## src/rtl/idu_queue_pkg.sv

```systemverilog
// Shared decode constants for the instruction queue: opcodes, field ranges, bus widths
// and the per-opcode register-usage decode.
package idu_queue_pkg;

    localparam int REG_ADDR_BUS  = 5;
    localparam int INST_ADDR_BUS = 32;
    localparam int INST_DATA_BUS = 32;

    localparam int RS1_HI = 19;
    localparam int RS1_LO = 15;
    localparam int RS2_HI = 24;
    localparam int RS2_LO = 20;
    localparam int RD_HI  = 11;
    localparam int RD_LO  = 7;
    localparam int OP_HI  = 6;
    localparam int OP_LO  = 0;

    typedef logic [6:0] opcode_t;

    localparam opcode_t OPC_LUI    = 7'b0110111;
    localparam opcode_t OPC_AUIPC  = 7'b0010111;
    localparam opcode_t OPC_JAL    = 7'b1101111;
    localparam opcode_t OPC_BRANCH = 7'b1100011;
    localparam opcode_t OPC_STORE  = 7'b0100011;
    localparam opcode_t OPC_OP     = 7'b0110011;

    typedef struct packed {
        logic use_rs1;
        logic use_rs2;
        logic wr_rd;
    } reg_use_t;

    function automatic reg_use_t decode_use(input opcode_t op);
        reg_use_t u;
        u.use_rs1 = !(op == OPC_LUI || op == OPC_AUIPC || op == OPC_JAL);
        u.use_rs2 = (op == OPC_BRANCH || op == OPC_STORE || op == OPC_OP);
        u.wr_rd   = !(op == OPC_BRANCH || op == OPC_STORE);
        return u;
    endfunction

endpackage

```

## src/rtl/idu_queue_scoreboard.sv

```systemverilog
// Register scoreboard: one pending-write bit per register, set on issue, cleared on writeback.
// Optional IDU_WB_BYPASS_EN lets a same-cycle writeback mask its busy bit in the hazard check.
module idu_scoreboard
    import idu_queue_pkg::*;
#(
    parameter int NREG   = 32,
    parameter int DATA_W = INST_DATA_BUS
) (
    input  logic                    clk,
    input  logic                    rst,
    input  logic [DATA_W-1:0]       head_inst_i,
    input  logic                    pop_i,
    input  logic                    wena_i,
    input  logic [$clog2(NREG)-1:0] waddr_i,
    output logic                    hazard_o,
    output logic [NREG-1:0]         busy_o
);
    localparam int RA_W = $clog2(NREG);

    logic [NREG-1:0] busy_q, busy_d, busy_chk;
    logic [RA_W-1:0] rs1, rs2, rd;
    reg_use_t        use_h;

    assign rs1   = RA_W'(head_inst_i[RS1_HI:RS1_LO]);
    assign rs2   = RA_W'(head_inst_i[RS2_HI:RS2_LO]);
    assign rd    = RA_W'(head_inst_i[RD_HI:RD_LO]);
    assign use_h = decode_use(opcode_t'(head_inst_i[OP_HI:OP_LO]));

    always_comb begin
        busy_d = busy_q;
        if (wena_i && waddr_i != '0)
            busy_d[waddr_i] = 1'b0;
        // Set after clear so an issue and a writeback to the same register leave it busy.
        if (pop_i && use_h.wr_rd && rd != '0)
            busy_d[rd] = 1'b1;
        busy_d[0] = 1'b0;
    end

    always_comb begin
        busy_chk = busy_q;
`ifdef IDU_WB_BYPASS_EN
        if (wena_i && waddr_i != '0)
            busy_chk[waddr_i] = 1'b0;
`endif
        hazard_o = (use_h.use_rs1 && busy_chk[rs1]) ||
                   (use_h.use_rs2 && busy_chk[rs2]) ||
                   (use_h.wr_rd   && busy_chk[rd]);
    end

    always_ff @(posedge clk or negedge rst) begin
        if (!rst)
            busy_q <= '0;
        else
            busy_q <= busy_d;
    end

    assign busy_o = busy_q;

endmodule

```

## src/rtl/idu_queue.sv

```systemverilog
// DEPTH-entry instruction buffer between IFU and decode, gated by a register scoreboard.
// Build option IDU_WB_BYPASS_EN (in idu_scoreboard) enables same-cycle writeback release.
module idu_queue
    import idu_queue_pkg::*;
#(
    parameter int DEPTH  = 4,
    parameter int ADDR_W = INST_ADDR_BUS,
    parameter int DATA_W = INST_DATA_BUS,
    parameter int NREG   = 32
) (
    input  logic                     clk,
    input  logic                     rst,
    input  logic                     valid_pre_i,
    output logic                     ready_pre_o,
    input  logic [ADDR_W-1:0]        pc_i,
    input  logic [DATA_W-1:0]        inst_i,
    output logic                     valid_post_o,
    input  logic                     ready_post_i,
    output logic [ADDR_W-1:0]        pc_o,
    output logic [DATA_W-1:0]        inst_o,
    input  logic                     wena_i,
    input  logic [$clog2(NREG)-1:0]  waddr_i,
    input  logic                     flush_i,
    output logic [$clog2(DEPTH):0]   count_o,
    output logic [NREG-1:0]          busy_o
);
    localparam int PTR_W = $clog2(DEPTH);
    localparam int CNT_W = PTR_W + 1;

    logic [ADDR_W-1:0] pc_mem_q   [DEPTH];
    logic [DATA_W-1:0] inst_mem_q [DEPTH];

    logic [PTR_W-1:0] wptr_q, wptr_d, rptr_q, rptr_d;
    logic [CNT_W-1:0] count_q, count_d;
    logic             empty, full, push, pop, hazard;
    logic [DATA_W-1:0] head_inst;

    assign empty     = (count_q == '0);
    assign full      = (count_q == CNT_W'(DEPTH));
    assign head_inst = inst_mem_q[rptr_q];

    assign ready_pre_o  = !full;
    assign push         = valid_pre_i && !full && !flush_i;
    assign valid_post_o = !empty && !hazard && !flush_i;
    assign pop          = valid_post_o && ready_post_i;

    assign pc_o    = empty ? '0 : pc_mem_q[rptr_q];
    assign inst_o  = empty ? '0 : head_inst;
    assign count_o = count_q;

    always_comb begin
        if (flush_i) begin
            wptr_d  = '0;
            rptr_d  = '0;
            count_d = '0;
        end else begin
            wptr_d  = wptr_q + PTR_W'(push);
            rptr_d  = rptr_q + PTR_W'(pop);
            count_d = count_q + CNT_W'(push) - CNT_W'(pop);
        end
    end

    always_ff @(posedge clk or negedge rst) begin
        if (!rst) begin
            wptr_q  <= '0;
            rptr_q  <= '0;
            count_q <= '0;
        end else begin
            wptr_q  <= wptr_d;
            rptr_q  <= rptr_d;
            count_q <= count_d;
        end
    end

    // Storage needs no reset: outputs are masked while the buffer is empty.
    always_ff @(posedge clk) begin
        if (push) begin
            pc_mem_q[wptr_q]   <= pc_i;
            inst_mem_q[wptr_q] <= inst_i;
        end
    end

    idu_scoreboard #(
        .NREG   (NREG),
        .DATA_W (DATA_W)
    ) u_scoreboard (
        .clk         (clk),
        .rst         (rst),
        .head_inst_i (head_inst),
        .pop_i       (pop),
        .wena_i      (wena_i),
        .waddr_i     (waddr_i),
        .hazard_o    (hazard),
        .busy_o      (busy_o)
    );

endmodule

```

## config.mk

```make
export PLATFORM = sky130hd
export DESIGN_NAME = idu_queue
export DESIGN_NICKNAME = d
export VERILOG_FILES = /design/src/rtl/idu_queue_pkg.sv /design/src/rtl/idu_queue_scoreboard.sv /design/src/rtl/idu_queue.sv
export SDC_FILE = /design/constraint.sdc
export NUM_CORES = 1
export LEC_CHECK = 0
export CAP_MARGIN = 20
export CORE_MARGIN = 8
export CORE_UTILIZATION = 55
export DETAILED_ROUTE_END_ITERATION = 6
export PLACE_DENSITY_LB_ADDON = 0.12
export SLEW_MARGIN = 0
export SYNTH_ARGS = -nofsm -noshare
export SYNTH_HDL_FRONTEND = slang
export SYNTH_SLANG_ARGS = --single-unit
export TNS_END_PERCENT = 5
```

## constraint.sdc

```tcl
create_clock -name clk -period 6.95 [get_ports clk]
set_clock_uncertainty 0.2 [all_clocks]
set_input_delay 1.39 -clock clk [delete_from_list [all_inputs] [get_ports clk]]
set_output_delay 1.39 -clock clk [all_outputs]
set_load 0.01 [all_outputs]
```

==> results of run 1 <==
worst max-delay path: stages (launching register included):
cell,delay [ns]
dfrtp_4,0.78
buf_4,0.48
mux4_1,0.70
nor3_1,0.54
a22oi_1,0.13
nand4_1,0.18
o22ai_4,0.08
nor2_1,0.23
clkdlybuf4s50_1,0.60
kinds of logic (layout without fill, tap and decap cells):
| group | after synthesis | count (layout) | synth area share (%) |
|---|---|---|---|
| buffers and inverters | 52 | 250 | 2.08 |
| flip-flops | 294 | 294 | 68.2 |
| XOR/XNOR | 4 | 4 | 0.277 |
| other | 1 | 2 | 0.0296 |
| AND/OR/NAND/NOR | 189 | 189 | 8.77 |
| multiplexers | 112 | 112 | 15.6 |
| adder cells (fa/ha/maj) | 5 | 5 | 0.553 |
| AO/OA/AOI/OAI | 90 | 90 | 4.52 |
area by class of cell:
class / count / area, sq um / share of cell area, %
tap: 285 / 357 / 2.28
multi-input combinational: 401 / 3800 / 24.2
antenna: 1 / 2.50 / 0.0160
timing repair buffer: 190 / 1860 / 11.9
sequential: 294 / 8650 / 55.2
clock inverter: 9 / 96.3 / 0.615
clock buffer: 44 / 885 / 5.65
inverter: 7 / 26.3 / 0.168
worst paths after layout:
check	depth (start not counted)	endpoint	slack [ns]
min	2	u_scoreboard.busy_o[14]$_DFF_PN0_	0.44
min in group asynchronous	2	u_scoreboard.busy_o[11]$_DFF_PN0_	1.11
max reg2reg	16	count_o[2]$_DFF_PN0_	1.96
max in group asynchronous	2	rptr_q[1]$_DFF_PN0_	5.03
max	8	valid_post_o	1.10
min reg2reg	2	u_scoreboard.busy_o[14]$_DFF_PN0_	0.44
per-layer routing:
layer	global-route usage (%)	wire [microns]	up-vias
li1	-	-	3336
met5	0	13	-
met3	4.58	2150	58
met2	34.0	14700	310
met4	6.13	748	2
met1	29.8	13100	3846
through the flow:
stage	total power, mW	area, sq um	instances	TNS, ns
after CTS	4.95	15700	1230	0
after global placement	3.37	14700	1177	0
after floorplan	2.75	12700	747	-0.128
after detailed placement	3.39	14700	1177	0
after global routing	5.10	15700	1231	0
final	4.91	15700	1231	0
placed cells by master, fill, tap and decap left out, types with 4 or more instances in the layout:
master / count
o21ai_1: 20
nand2b_1: 4
a22oi_1: 5
ha_1: 4
nand3_1: 9
nand3b_1: 11
dfrtp_1: 36
nand2_1: 16
o21ai_2: 8
clkinv_2: 5
clkbuf_1: 7
mux4_2: 61
nor2_1: 24
mux2i_1: 34
mux2_2: 12
nor2b_1: 71
buf_4: 16
clkbuf_8: 6
inv_1: 7
nand4_1: 32
edfxtp_1: 256
mux4_1: 4
clkdlybuf4s50_1: 174
o21ai_0: 35
clkbuf_16: 31
power groups by stage:
stage / Combinational, mW / Sequential [mW] / Clock, mW
2_1_floorplan: 0.626 / 2.13 / 0
3_3_place_gp: 1.22 / 2.15 / 0
3_5_place_dp: 1.23 / 2.16 / 0
4_1_cts: 1.24 / 2.12 / 1.59
5_1_grt: 1.31 / 2.13 / 1.66
6_report: 1.22 / 2.12 / 1.57
flip-flops by register name, indices dropped and copies added, names as in the netlist:
signal	count
pc_mem_q	128
rptr_q	2
count_o	3
wptr_q	2
u_scoreboard.busy_o	31
inst_mem_q	128
==> out/qor.csv, run 1 <==
metric;value;unit
synth_common_cells;edfxtp_1, nor2b_1, mux4_2;
dp_hpwl;20000;microns
areaGrowthSynthToFinish;23.7;%
cts_htree_levels;1;
die_h;168;microns
grt_antenna_before_repair;2;
path_class;reg2out;
power.static_leakage;5.16;nW
rsz0062_at_grt;no;
worstPathMaxFanout;27;
cts_tree;done;
cp_data_arrival_time;4.26;ns
worstSetupStartpointType;flop;
drt_first_pass_iters;5;
slew_viol_final;0;
yosys-top-cells-area;edfxtp_1, mux4_2, dfrtp_1;
clk_pin_slew_worst_paths;0.06;ns
synth.most_common_cell;edfxtp_1;
syn-cell-area;0.0127;sq mm
grt_max_degree;65;
syn_nets;827;
synth.ff_latch_count;294;
intPower;3.57;mW
fin_util;69.2;%
track_usage;21.5;%
ys_types;52;
status;finished clean;
drt_first_iter_violations;626;
end_kind;output port;
cp.required;5.36;ns
postRouteAntennaNets;0;
grt.overflow.total;0;
drt_wl_total;30700;microns
grt_pass1_wl;46900;microns
std_cell_rows;55;
min_path_type;reg2reg;
worst_pin_slew;1.01;ns
ys_seq_area_share;68.2;%
pre_cts_ws;1.60;ns
drive_gt1_share;16.7;%
r2r-start;rptr_q[0]$_DFF_PN0_;
synth_edf_count;256;
vias_per_cell;6.13;
cts-buffers-inserted;29;
grt_pass1_vias;7912;
worst_ir_drop_vdd;0.000264;V
worstHoldStart;u_scoreboard.busy_o[14]$_DFF_PN0_;
core;0.0226;sq mm
synthCells;747;
io_pins;176;
relSlewSlack;32.7;%
p_sw_share;27.4;%
final_nets;1003;
wl_per_cell;25.0;microns
gp_congestion;0.903;
min_period_over_period;84.2;%
drc;0;
pwr-share-seq;43.2;%
synth_area_per_cell;17.0;sq um
final_hold_viol_count;0;
die_x;168;microns
cts_sinks;294;
period_needed;5.85;ns
synthDominantCellAreaShare;60.7;%
synth_ff_type;edfxtp_1;
p_comb_share;24.9;%
powerDensity;314;mW/mm^2
crit_path_start;rptr_q[0]$_DFF_PN0_;
post_cts_resized;0;
initial_core_util;55.9;%
p_sw;1.34;mW
root_buffer;clkbuf_16;
worst_slack;1.10;ns
hold_buffers;0;
ys.warnings.count;0;
cap_violations;0;
max_freq;0.171;GHz
async_flop_share;12.9;%
postCtsSetupRepairBufs;0;
setup_viol;0;
cts_buffer_depth;3;
vias;7552;
insertion_delay;0.54;ns
fill_cells;1520;
synth.largest_area_cell;edfxtp_1;
numPortBuffers;174;
hold_slack;0.440;ns
clkPwrFrac;31.9;%
die-area;0.0281;sq mm
Note: power is estimated with default switching activity, not from simulation.
==> inputs of run 2 (changes only) <==
--- a/config.mk
+++ b/config.mk
@@ -7,7 +7,7 @@
 export LEC_CHECK = 0
 export CAP_MARGIN = 20
 export CORE_MARGIN = 8
-export CORE_UTILIZATION = 55
+export CORE_UTILIZATION = 50
 export DETAILED_ROUTE_END_ITERATION = 6
 export PLACE_DENSITY_LB_ADDON = 0.12
 export SLEW_MARGIN = 0
==> constraint.sdc (replaced) <==
create_clock -name clk -period 5.3 [get_ports clk]
set_clock_uncertainty 0.2 [all_clocks]
set_input_delay 1.06 -clock clk [delete_from_list [all_inputs] [get_ports clk]]
set_output_delay 1.06 -clock clk [all_outputs]
set_load 0.01 [all_outputs]
==> run 2 against run 1 <==
Clock power grew 27%. Hold slack lost 0.0017 ns. Highest routed layer unchanged. Sequential power grew 30%. Count of clock-buffer cells in the layout shrank 3. Register-to-register slack lost 1.2 ns. Setup slack lost 0.79 ns. Non-clock buffer count grew 8.
==> out/qor.csv, run 2 (synthesis gave the netlist of run 1 again) <==
metric;value;unit
fin_util;63.1;%
initial_core_util;50.6;%
post_cts_resized;0;
drt_wl_total;30400;microns
root_buffer;clkbuf_16;
mostFrequentLayoutCells;edfxtp_1, clkdlybuf4s50_1, nor2b_1, mux4_2, dfrtp_1;
die_x;175;microns
pre_cts_ws;0.492;ns
worstPathMaxFanout;15;
die-area;0.0307;sq mm
areaGrowthSynthToFinish;24.7;%
worst_pin_slew;1.02;ns
cts-buffers-inserted;30;
std_cell_rows;58;
final_hold_viol_count;0;
cts_tree;done;
grt_antenna_before_repair;1;
grt_pass1_vias;8038;
min_path_type;reg2reg;
drive_gt1_share;17.3;%
min_period_over_period;94.1;%
drt_first_iter_violations;578;
setup-tns-final;0;ns
diodes;0;
rsz0062_at_grt;no;
slew_viol_final;0;
path_class;reg2out;
wl_met1;12400;microns
drt_first_pass_iters;5;
numPortBuffers;174;
worstSetupStartpointType;flop;
setup_viol;0;
reg2reg_setup_slack;0.80;ns
routed-wl-met3;2140;microns
clk_pin_slew_worst_paths;0.06;ns
cp_data_arrival_time;3.73;ns
dp_hpwl;20400;microns
gp_congestion;0.919;
relSlewSlack;31.5;%
wl_per_cell;23.7;microns
power.total;6.40;mW
die_h;175;microns
core;0.0250;sq mm
fin_area;0.0158;sq mm
worst_ir_drop_vdd;0.000292;V
postRouteAntennaNets;0;
status;finished clean;
grt_max_degree;65;
vias;7513;
period_needed;4.99;ns
cts_buffer_depth;3;
grt_pass1_wl;46700;microns
place_area;0.0148;sq mm
final_nets;1012;
power.static_leakage;5.19;nW
io_pins;176;
grt.overflow.total;0;
cts_sinks;294;
track_usage;19.5;%
max_freq;0.200;GHz
wl_met2;15100;microns
layout.cells.most_common;edfxtp_1;
cap_violations;0;
cts_htree_levels;1;
end_kind;output port;
cp.required;4.04;ns
drc;0;
vias_per_cell;5.86;
insertion_delay;0.57;ns
powerDensity;405;mW/mm^2
worst_slack;0.311;ns
dr.max_layer_used;met5;
hold_buffers;0;
-- run 2: cell count changes in the layout (fill, tap and decap cells not counted), sizes merged --
cell | previous run | this run
clkbuf | 44 | 41
diode | 1 | 0
clkinvlp | 1 | 0
bufinv | 2 | 1
buf | 16 | 24
clkinv | 6 | 10
-- run 2: critical path, stage by stage, from the launching register on --
cell and delay (ns):
dfrtp_4 0.56, buf_4 0.25, mux4_2 0.72, mux4_2 0.49, nand2_1 0.08, a31oi_1 0.13
nand4_2 0.12, nand2_1 0.09, nor2_1 0.11, clkdlybuf4s50_1 0.60
-- run 2: path summary, 6_finish.rpt --
path,cells after the start,endpoint,start
worst max-delay path,9,valid_post_o,rptr_q[0]$_DFF_PN0_
worst min-delay path,2,u_scoreboard.busy_o[13]$_DFF_PN0_,u_scoreboard.busy_o[13]$_DFF_PN0_
worst max register to register,16,count_o[2]$_DFF_PN0_,rptr_q[0]$_DFF_PN0_
worst min register to register,2,u_scoreboard.busy_o[13]$_DFF_PN0_,u_scoreboard.busy_o[13]$_DFF_PN0_
max in group asynchronous,2,u_scoreboard.busy_o[6]$_DFF_PN0_,rst
min in group asynchronous,1,u_scoreboard.busy_o[25]$_DFF_PN0_,rst
-- run 2: routing by layer --
metal / global-route usage [%] / vias up
met5: 0 / -
met2: 33.3 / 278
li1: - / 3340
met4: 5.62 / 2
met1: 24.5 / 3834
met3: 4.75 / 59
-- run 2: per-stage QoR --
stage,cells,hold WS (ns)
after CTS,1277,0.433
final,1282,0.438
after global routing,1282,0.463
after floorplan,747,0.371
after global placement,1225,0.421
after detailed placement,1225,0.419
-- run 2: report_power, final --
group	internal, mW	total, mW	switching (mW)
combinational	0.792	1.64	0.848
clock	1.16	2.00	0.846
sequential	2.66	2.76	0.103
-- run 2: layout make-up --
cell class	instances	area (sq um)
Inverter	7	26.3
Tap cell	330	413
Fill cell	1868	9240
Clock inverter	11	105
Clock buffer	41	843
Sequential cell	294	8650
Multi-Input combinational cell	401	3810
Timing Repair Buffer	198	1950
-- run 2: timing repair --
item | CTS | global route
endpoints found under the setup margin | 0 | 1
setup buffers | 0 | 5
hold endpoints to repair | 0 | 0
